==> src/rtl/rv_ctrl_pkg.sv <==
// Shared opcode, state and mux-select encodings for the RV32I multicycle controller.
package rv_ctrl_pkg;

  localparam logic [6:0] OP_R      = 7'b0110011;
  localparam logic [6:0] OP_I      = 7'b0010011;
  localparam logic [6:0] OP_LOAD   = 7'b0000011;
  localparam logic [6:0] OP_STORE  = 7'b0100011;
  localparam logic [6:0] OP_AUIPC  = 7'b0010111;
  localparam logic [6:0] OP_LUI    = 7'b0110111;
  localparam logic [6:0] OP_BRANCH = 7'b1100011;
  localparam logic [6:0] OP_JAL    = 7'b1101111;
  localparam logic [6:0] OP_JALR   = 7'b1100111;

  typedef enum logic [2:0] {
    S_FETCH     = 3'd0,
    S_DECODE    = 3'd1,
    S_EXECUTE   = 3'd2,
    S_MEMORY    = 3'd3,
    S_WRITEBACK = 3'd4,
    S_TRAP      = 3'd5
  } state_t;

  localparam logic [1:0] PC_PLUS4 = 2'd0;
  localparam logic [1:0] PC_REL   = 2'd1;
  localparam logic [1:0] PC_JALR  = 2'd2;

  localparam logic [1:0] WB_ALU = 2'd0;
  localparam logic [1:0] WB_MEM = 2'd1;
  localparam logic [1:0] WB_PC4 = 2'd2;

  function automatic logic op_is_legal(input logic [6:0] op);
    case (op)
      OP_R, OP_I, OP_LOAD, OP_STORE, OP_AUIPC,
      OP_LUI, OP_BRANCH, OP_JAL, OP_JALR: op_is_legal = 1'b1;
      default:                            op_is_legal = 1'b0;
    endcase
  endfunction

endpackage

==> src/rtl/mem_wait_timer.sv <==
// Counts cycles spent waiting on mem_ready; flags the last permitted wait cycle.
module mem_wait_timer #(
  parameter int TIMEOUT_CYCLES = 255,
  parameter int CNT_W          = 8
) (
  input  logic clock,
  input  logic reset_n,
  input  logic clear,
  input  logic enable,
  output logic timeout
);

  localparam logic [CNT_W-1:0] LAST = CNT_W'(TIMEOUT_CYCLES - 1);

  logic [CNT_W-1:0] cnt;

  always_ff @(posedge clock or negedge reset_n) begin
    if (!reset_n)    cnt <= '0;
    else if (clear)  cnt <= '0;
    else if (enable) cnt <= cnt + 1'b1;
  end

  // cnt holds the number of wait cycles already elapsed, so this cycle is wait number cnt+1.
  assign timeout = enable && (cnt == LAST);

endmodule

==> src/rtl/multicycle_control.sv <==
// Moore sequencer for the RV32I multicycle datapath: fetch, decode, execute, memory, writeback.
module multicycle_control
  import rv_ctrl_pkg::*;
#(
  parameter int TIMEOUT_CYCLES = 255,
  parameter int CNT_W          = 8
) (
  input  logic        clock,
  input  logic        reset_n,
  input  logic [31:0] instr,
  input  logic        alu_zero,
  input  logic        mem_ready,
  output logic        ir_write,
  output logic        pc_write,
  output logic [1:0]  pc_sel,
  output logic        mem_req,
  output logic        mem_we,
  output logic        addr_sel,
  output logic [6:0]  alu_opcode,
  output logic [3:0]  alu_funct,
  output logic        alu_src_b,
  output logic        reg_write,
  output logic [1:0]  wb_sel,
  output logic        retire,
  output logic        illegal,
  output logic        bus_error,
  output logic [2:0]  state
);

  state_t      cur_q, nxt;
  logic [31:0] instr_q;
  logic        illegal_q, bus_error_q;
  logic        timeout, tmr_en, tmr_clr;
  logic        set_illegal, set_bus;

  logic        ir_write_c, pc_write_c, mem_req_c, mem_we_c, addr_sel_c;
  logic        alu_src_b_c, reg_write_c, retire_c;
  logic [1:0]  pc_sel_c, wb_sel_c;

  logic [6:0]  op;
  logic        is_load, is_store, is_branch, is_jal, is_jalr, is_r;
  logic        unused_ir;

  assign op        = instr_q[6:0];
  assign is_load   = (op == OP_LOAD);
  assign is_store  = (op == OP_STORE);
  assign is_branch = (op == OP_BRANCH);
  assign is_jal    = (op == OP_JAL);
  assign is_jalr   = (op == OP_JALR);
  assign is_r      = (op == OP_R);
  assign unused_ir = ^{instr_q[31], instr_q[29:15]};

  mem_wait_timer #(
    .TIMEOUT_CYCLES(TIMEOUT_CYCLES),
    .CNT_W         (CNT_W)
  ) u_timer (
    .clock  (clock),
    .reset_n(reset_n),
    .clear  (tmr_clr),
    .enable (tmr_en),
    .timeout(timeout)
  );

  // The counter runs only while stalled in a request state; any other cycle restarts it.
  assign tmr_en  = ((cur_q == S_FETCH) || (cur_q == S_MEMORY)) && !mem_ready;
  assign tmr_clr = !tmr_en;

  always_ff @(posedge clock or negedge reset_n) begin
    if (!reset_n) begin
      cur_q       <= S_FETCH;
      instr_q     <= '0;
      illegal_q   <= 1'b0;
      bus_error_q <= 1'b0;
    end else begin
      cur_q <= nxt;
      if (ir_write_c)  instr_q     <= instr;
      if (set_illegal) illegal_q   <= 1'b1;
      if (set_bus)     bus_error_q <= 1'b1;
    end
  end

  always_comb begin
    nxt         = cur_q;
    ir_write_c  = 1'b0;
    pc_write_c  = 1'b0;
    pc_sel_c    = PC_PLUS4;
    mem_req_c   = 1'b0;
    mem_we_c    = 1'b0;
    addr_sel_c  = 1'b0;
    alu_src_b_c = 1'b0;
    reg_write_c = 1'b0;
    wb_sel_c    = WB_ALU;
    retire_c    = 1'b0;
    set_illegal = 1'b0;
    set_bus     = 1'b0;
    case (cur_q)
      S_FETCH: begin
        mem_req_c = 1'b1;
        if (mem_ready) begin
          ir_write_c = 1'b1;
          pc_write_c = 1'b1;
          nxt        = S_DECODE;
        end else if (timeout) begin
          set_bus = 1'b1;
          nxt     = S_TRAP;
        end
      end
      S_DECODE: begin
        if (op_is_legal(op)) nxt = S_EXECUTE;
        else begin
          set_illegal = 1'b1;
          nxt         = S_TRAP;
        end
      end
      S_EXECUTE: begin
        alu_src_b_c = !(is_r || is_branch);
        if (is_load || is_store) nxt = S_MEMORY;
        else if (is_branch) begin
          pc_write_c = alu_zero;
          pc_sel_c   = PC_REL;
          retire_c   = 1'b1;
          nxt        = S_FETCH;
        end else nxt = S_WRITEBACK;
      end
      S_MEMORY: begin
        mem_req_c  = 1'b1;
        addr_sel_c = 1'b1;
        mem_we_c   = is_store;
        if (mem_ready) begin
          retire_c = is_store;
          nxt      = is_store ? S_FETCH : S_WRITEBACK;
        end else if (timeout) begin
          set_bus = 1'b1;
          nxt     = S_TRAP;
        end
      end
      S_WRITEBACK: begin
        reg_write_c = |instr_q[11:7];
        wb_sel_c    = is_load ? WB_MEM : ((is_jal || is_jalr) ? WB_PC4 : WB_ALU);
        pc_write_c  = is_jal || is_jalr;
        pc_sel_c    = is_jalr ? PC_JALR : (is_jal ? PC_REL : PC_PLUS4);
        retire_c    = 1'b1;
        nxt         = S_FETCH;
      end
      S_TRAP:  nxt = S_TRAP;
      default: nxt = S_FETCH;
    endcase
  end

  // Controls are forced quiet while reset is held, even though the state register already reads FETCH.
  assign ir_write   = ir_write_c  & reset_n;
  assign pc_write   = pc_write_c  & reset_n;
  assign pc_sel     = reset_n ? pc_sel_c : PC_PLUS4;
  assign mem_req    = mem_req_c   & reset_n;
  assign mem_we     = mem_we_c    & reset_n;
  assign addr_sel   = addr_sel_c  & reset_n;
  assign alu_src_b  = alu_src_b_c & reset_n;
  assign reg_write  = reg_write_c & reset_n;
  assign wb_sel     = reset_n ? wb_sel_c : WB_ALU;
  assign retire     = retire_c    & reset_n;

  assign alu_opcode = instr_q[6:0];
  assign alu_funct  = {instr_q[30], instr_q[14:12]};
  assign illegal    = illegal_q;
  assign bus_error  = bus_error_q;
  assign state      = cur_q;

endmodule

==> config.mk <==
export PLATFORM = sky130hd
export DESIGN_NAME = multicycle_control
export DESIGN_NICKNAME = d
export VERILOG_FILES = /design/src/rtl/rv_ctrl_pkg.sv /design/src/rtl/mem_wait_timer.sv /design/src/rtl/multicycle_control.sv
export SDC_FILE = /design/constraint.sdc
export NUM_CORES = 1
export LEC_CHECK = 0
export ABC_AREA = 1
export CAP_MARGIN = 10
export CORE_MARGIN = 2
export CORE_UTILIZATION = 43
export DETAILED_ROUTE_END_ITERATION = 12
export GPL_ROUTABILITY_DRIVEN = 1
export GPL_TIMING_DRIVEN = 0
export PLACE_DENSITY = 0.88
export SYNTH_ARGS = -nofsm -noshare
export SYNTH_HDL_FRONTEND = slang
export SYNTH_SLANG_ARGS = --single-unit
==> constraint.sdc <==
create_clock -name clock -period 1.8 [get_ports clock]
set_input_delay 0.36 -clock clock [delete_from_list [all_inputs] [get_ports clock]]
set_output_delay 0.36 -clock clock [all_outputs]
set_load 0.02 [all_outputs]
==> results of run 1 <==
[synthesized netlist by cell type (all sizes together) (2+ instances only)]
cell    instances  share of area (%)
nor3           11                3.4
nand2          32                7.9
o211ai          2               0.93
dfrtp          29                 45
a31oi           2               0.78
nand3          14                4.3
buf            13                6.1
mux2           12                 11
nor2           26                6.5
a21oi          12                3.7
nand4           2               0.78
inv            24                5.6
ha              2                1.6
[layout make-up]
class                      count  area [µm²]  area share (%)
inverter                      24        92.6            3.77
multi-input combinational    121         803            32.7
timing repair buffer          68         594            24.2
clock buffer                   8        80.1            3.26
sequential                    29         731            29.8
tap                           48        60.1            2.45
buffer                        12        93.8            3.82
[cells in the final DEF (no fill, tap or decap), types with 2 or more instances in the layout]
cell type	count
clkbuf_8	5
nor2_2	4
nand4_1	2
clkdlybuf4s50_1	28
mux2_4	10
nand3_1	11
inv_1	17
nand3_2	2
nor2_4	3
a31oi_1	2
a21oi_2	2
inv_2	6
buf_4	42
dlymetal6s2s_1	2
o211ai_1	2
ha_1	2
nor3_2	2
nand2_2	5
dfrtp_2	4
a21oi_1	10
mux2_2	2
buf_6	2
dfrtp_1	25
nor2_1	19
buf_2	3
nand2_1	26
clkbuf_1	3
nor3_1	8
[timing repair]
action                                 CTS  global route
pin swaps                                6             7
setup endpoints to repair               13            13
hold buffers                             1             0
buffers inserted                        15             4
gates resized for setup                 84            23
endpoints found under the hold margin   11             0
[how the worst max path moves through the flow]
stage | end | start | cells after the start | slack (ns)
after detailed placement | pc_sel[1] | reset_n | 5 | -1.08
after global routing | pc_write | state[1] | 6 | -0.22
after CTS | mem_we | state[0] | 6 | -0.11
after floorplan | pc_sel[1] | state[2] | 4 | -0.11
final | pc_write | state[1] | 6 | -0.10
after global placement | mem_we | reset_n | 5 | -1.66
[state kept, by name, indices dropped and copies added, names as in the netlist]
signal and cells:
state 3, instr_q 16, u_timer.cnt 8, bus_error 1
illegal 1
[stage by stage]
step           total power [mW]  hold WS, ns  util (%)  instances  TNS [ns]
6_report                   3.49       0.0197      67.6        310    -0.329
3_3_place_gp               2.54        0.451      59.1        282    -23.79
4_1_cts                    3.34       0.0216      65.0        306    -0.628
2_1_floorplan              2.05       0.0644         -        187    -0.229
3_5_place_dp               2.58        0.458      59.5        283    -11.82
5_1_grt                    3.69       0.0227      67.6        310     -1.07
[logic make-up after synthesis]
| logic type | count (synthesis) | share of synthesized area (%) |
|---|---|---|
| AND/OR/NAND/NOR | 88 | 24.2 |
| XOR/XNOR | 1 | 0.543 |
| multiplexers | 12 | 10.7 |
| adder cells (fa/ha/maj) | 2 | 1.55 |
| flip-flops | 29 | 45.0 |
| AO/OA/AOI/OAI | 18 | 6.28 |
| buffers and inverters | 37 | 11.7 |
[worst reg2reg max path, cell delays in order (launching register included)]
cell and delay [ns]:
dfrtp_2 0.46, nor2_2 0.15, nand2_1 0.09, inv_2 0.11, nand2_8 0.09, buf_6 0.18
mux2_4 0.30
[report_power, final]
group          switching [mW]  internal (mW)
Sequential              0.212          0.875
Combinational           0.882           1.02
Clock                   0.233          0.274
Total                    1.33           2.16
[metal layers]
| metal | global-route usage [%] | share of wire (%) | vias to the layer above |
|---|---|---|---|
| li1 | - | - | 746 |
| met3 | 5.99 | 6.8 | 11 |
| met5 | 0 | 0 | - |
| met1 | 23.1 | 42 | 708 |
| met2 | 33.8 | 49 | 57 |
| met4 | 4.69 | 2.5 | 0 |
==> flow_metrics.tcl, run 1 <==
set metrics [dict create \
    status "finished with violations" \
    violations "setup timing" \
    p_leak_nw 1.19 \
    vias 1522 \
    std_cell_rows 22 \
    grt_util_all_layers_pct 19.3 \
    finish.instance_area_um2 2450 \
    crit_type "reg2out" \
    slew_viol_final 0 \
    crit_path_top_delay_cell "dfrtp_2" \
    clkTransAtPathRegs_ns 0.06 \
    die_height_um 65.2 \
    syn_nets 225 \
    fin_nets 299 \
    cap_violations 0 \
    synth_flop_cell "dfrtp_1" \
    setup_ws_ns -0.102 \
    drt-wirelength-per-cell_um 13.0 \
    drt_iter0_drc 77 \
    synth_enable_flop_cells 0 \
    setup_viol 6 \
    path_buf_inv 2 \
    postSynth.asyncResetShare_pct 100 \
    h-tree-depth 2 \
    rsz0062_at_grt "true" \
    ir_worst_vdd_v 0.000931 \
    clk-insertion-delay-late_ns 0.28 \
    fin_crit_sh_pct 106 \
    numCtsBuffers 5 \
    arrival_ns 1.54 \
    fp.coreArea_um2 3630 \
    place_ws_ns -1.08 \
    clockBufferDepth 2 \
    drive_gt1_share_pct 38.2 \
    gr-total-overflow 0 \
    final_hold_viol_count 0 \
    antenna_found_initial 0 \
    finClkSkew_ns 0.00548 \
    place.gp.congestion 0.922 \
    cp-start-kind "register" \
    port_buffers 47 \
    r2r_start "state[1]" \
    r2r_slack_ns 0.29 \
    worstMarginPinSlew_ns 0.484 \
    min_path_type "in2async" \
    grt_max_degree 22 \
    ioPinCount 64 \
    n_fill_cell 287 \
    finalCriticalPeriod_ns 1.90 \
    placed_cell_area_um2 2160 \
    synth_seq_cells 29 \
    die_area_um2 4260 \
    grt_pass1_vias 1439 \
    max_slew_margin_pct 67.6 \
    cts_num_sinks 29 \
    initial_core_util_pct 44.4 \
    r2r_cells 6 \
    drt-total-wl_um 4040 \
    seq_area_frac_synth_pct 45.0 \
    antenna_cells 0 \
    yosysWarningCount 0 \
    firstDrtPassIters 4 \
    synth_cell_types 25 \
    fp.dieW_um 65.2 \
    vias_per_cell 4.91 \
    cts_tree "yes" \
    timing.rr.end "instr_q[14]" \
    required_ns 1.44 \
    ant_nets 0 \
    root_buffer "clkbuf_8" \
    dp_hpwl_um 2650 \
    end_kind "output pin" \
    synth_area_um2 1610 \
    fmax_mhz 526 \
    powerDensity_nw_per_um2 1420 \
    critPathMaxStageDelay_ns 0.46 \
    critPathMaxFanout 13 \
    syn_avg_cell_area_um2 8.62 \
    cp_top_family "flip-flops" \
    area.growth.synth_to_final_pct 52.2 \
    drc 0 \
    synth_cells 187 \
    cp_cell_sequence "nor2_2, nand2_1, inv_2, nand2_8, a31oi_1, buf_2" \
    grt_pass1_wl_um 6340 \
]
Power figures use the tool's default switching activity.
==> run 2: changes to the inputs <==
--- a/config.mk
+++ b/config.mk
@@ -12,7 +12,7 @@
 export DETAILED_ROUTE_END_ITERATION = 12
 export GPL_ROUTABILITY_DRIVEN = 1
 export GPL_TIMING_DRIVEN = 0
-export PLACE_DENSITY = 0.88
+export PLACE_DENSITY = 0.79
 export SYNTH_ARGS = -nofsm -noshare
 export SYNTH_HDL_FRONTEND = slang
 export SYNTH_SLANG_ARGS = --single-unit
==> run 2 against run 1 <==
  * The flow still finishes with violations (setup timing)
  * Clock power hardly changed
  * Register-to-register slack worse by 0.11 ns
  * Sequential share of layout area shrank 1.3 points
  * Hold slack got worse by 0.0029 ns
  * Sequential power about the same
  * First-iteration DRC count increased by 47%
  * Worst setup slack worse by 0.065 ns
  * Total power is 4.3% higher
  * Critical path type unchanged
==> flow_metrics.tcl, run 2 (synthesized netlist as in run 1, its figures left out) <==
set metrics [dict create \
    status "finished with violations" \
    violations "setup timing" \
    cp-start-kind "register" \
    antenna_found_initial 0 \
    dp_hpwl_um 2590 \
    drt_iter0_drc 113 \
    grt_pass1_wl_um 6870 \
    ioPinCount 64 \
    final_common_cell "buf_4" \
    ant_nets 0 \
    worstMarginPinSlew_ns 0.496 \
    drt-total-wl_um 4730 \
    fp.dieW_um 65.2 \
    place_ws_ns -1.13 \
    port_buffers 47 \
    drc 0 \
    fin_nets 309 \
    max_slew_margin_pct 66.8 \
    setup_viol 10 \
    finalCriticalPeriod_ns 1.97 \
    fmax_mhz 508 \
    vias_per_cell 5.11 \
    p_leak_nw 1.25 \
    critPathMostFrequentCell "buf_4" \
    initial_core_util_pct 44.4 \
    die_height_um 65.2 \
    grt_util_all_layers_pct 21.4 \
    required_ns 1.44 \
    end_kind "output pin" \
    placed_cell_area_um2 2170 \
    fin_crit_sh_pct 109 \
    ir_worst_vdd_v 0.000973 \
    rsz0062_at_grt "true" \
    cp_top_family "simple AND/OR/NAND/NOR gates" \
    final_hold_viol_count 0 \
    critPathMaxFanout 4 \
    slew_viol_final 0 \
    cap_violations 0 \
    clkTransAtPathRegs_ns 0.06 \
    antenna_cells 0 \
    cts_tree "yes" \
    h-tree-depth 2 \
    powerDensity_nw_per_um2 1420 \
    root_buffer "clkbuf_8" \
    path_buf_inv 3 \
    crit_type "reg2out" \
    crit_path_top_delay_cell "dfrtp_1" \
    finish.instance_area_um2 2570 \
    whs_ns 0.0167 \
    finClkSkew_ns 0.00345 \
    clk-insertion-delay-late_ns 0.27 \
    area.growth.synth_to_final_pct 59.4 \
    firstDrtPassIters 4 \
    clockBufferDepth 2 \
    numCtsBuffers 5 \
    die_area_um2 4260 \
    top_register "instr_q" \
    fp.coreArea_um2 3630 \
    grt_max_degree 22 \
    std_cell_rows 22 \
    drt-wirelength-per-cell_um 14.8 \
    vias 1634 \
    largest_reg_flops 16 \
    setup_ws_ns -0.167 \
    grt_pass1_vias 1526 \
    cp_cell_sequence "inv_2, nand2_2, nor2_4, buf_4, nand3_1, nor3_4, buf_4" \
    drive_gt1_share_pct 42.6 \
    critPathMaxStageDelay_ns 0.41 \
    layout_common_cells "buf_4 (54), clkdlybuf4s50_1 (28), nand2_1 (25), dfrtp_1 (25), nor2_1 (18)" \
    cts_num_sinks 29 \
    min_path_type "in2async" \
    arrival_ns 1.61 \
    place.gp.congestion 0.858 \
    gr-total-overflow 0 \
]
==> run 2: cell count changes in the layout (fill, tap and decap cells not counted), sizes merged <==
cell and change:
clkbuf -1, dlymetal6s2s -1, buf +12
==> run 2: power breakdown <==
part           internal (mW)  switching (mW)  total (mW)
clock network          0.274           0.233       0.507
registers              0.874           0.210        1.08
logic                   1.09           0.965        2.05
==> run 2: stage by stage <==
step / total power [mW] / setup TNS [ns] / utilization, % / cells
after floorplan: 2.05 / -0.229 / - / 187
after global placement: 2.55 / -25.02 / 59.1 / 282
after global routing: 3.83 / -2.18 / 70.8 / 320
after CTS: 3.42 / -0.273 / 67.6 / 311
after detailed placement: 2.58 / -12.14 / 59.8 / 283
final: 3.64 / -1.11 / 70.8 / 320
==> run 2: timing repair <==
action | in CTS | in global routing
setup buffers | 20 | 9
hold endpoints to repair | 11 | 0
pin swaps | 6 | 13
endpoints found under the setup margin | 13 | 14
hold buffers | 1 | 0
gates resized for setup | 96 | 22
==> run 2: final timing paths <==
path / startpoint / endpoint / slack, ns / cells past startpoint
min in group clock: bus_error / bus_error / 0.46 / 2
max in group asynchronous: reset_n / state[1] / 0.83 / 2
hold / removal: reset_n / instr_q[3] / 0.02 / 2
hold reg to reg: bus_error / bus_error / 0.46 / 2
setup reg to reg: state[1] / state[2] / 0.18 / 10
setup / recovery: instr_q[2] / wb_sel[0] / -0.17 / 7
==> run 2: layer usage <==
metal	share of wire, %	routed length [µm]	vias up	GRT usage [%]
li1	-	-	765	-
met1	39	1860	770	23.9
met2	49	2340	81	38.3
met3	6.6	312	18	5.99
met4	4.7	223	0	8.33
met5	0	0	-	0
==> run 2: cell type report <==
class,instances,area (µm²)
Multi-Input combinational cell,121,831
Tap cell,48,60.1
Inverter,24,90.1
Sequential cell,29,731
Fill cell,262,1060
Timing Repair Buffer,78,686
Clock buffer,8,80.1
Buffer,12,93.8
==> run 2: worst register-to-register path: stages, from the launching register on <==
cell and delay [ns]:
dfrtp_2 0.46, buf_4 0.15, nand2_2 0.07, nor2_4 0.05, buf_4 0.14, nand2_1 0.09
nand2_1 0.11, nand2_1 0.15, nand2_1 0.07, a21oi_1 0.14, nand3_1 0.08
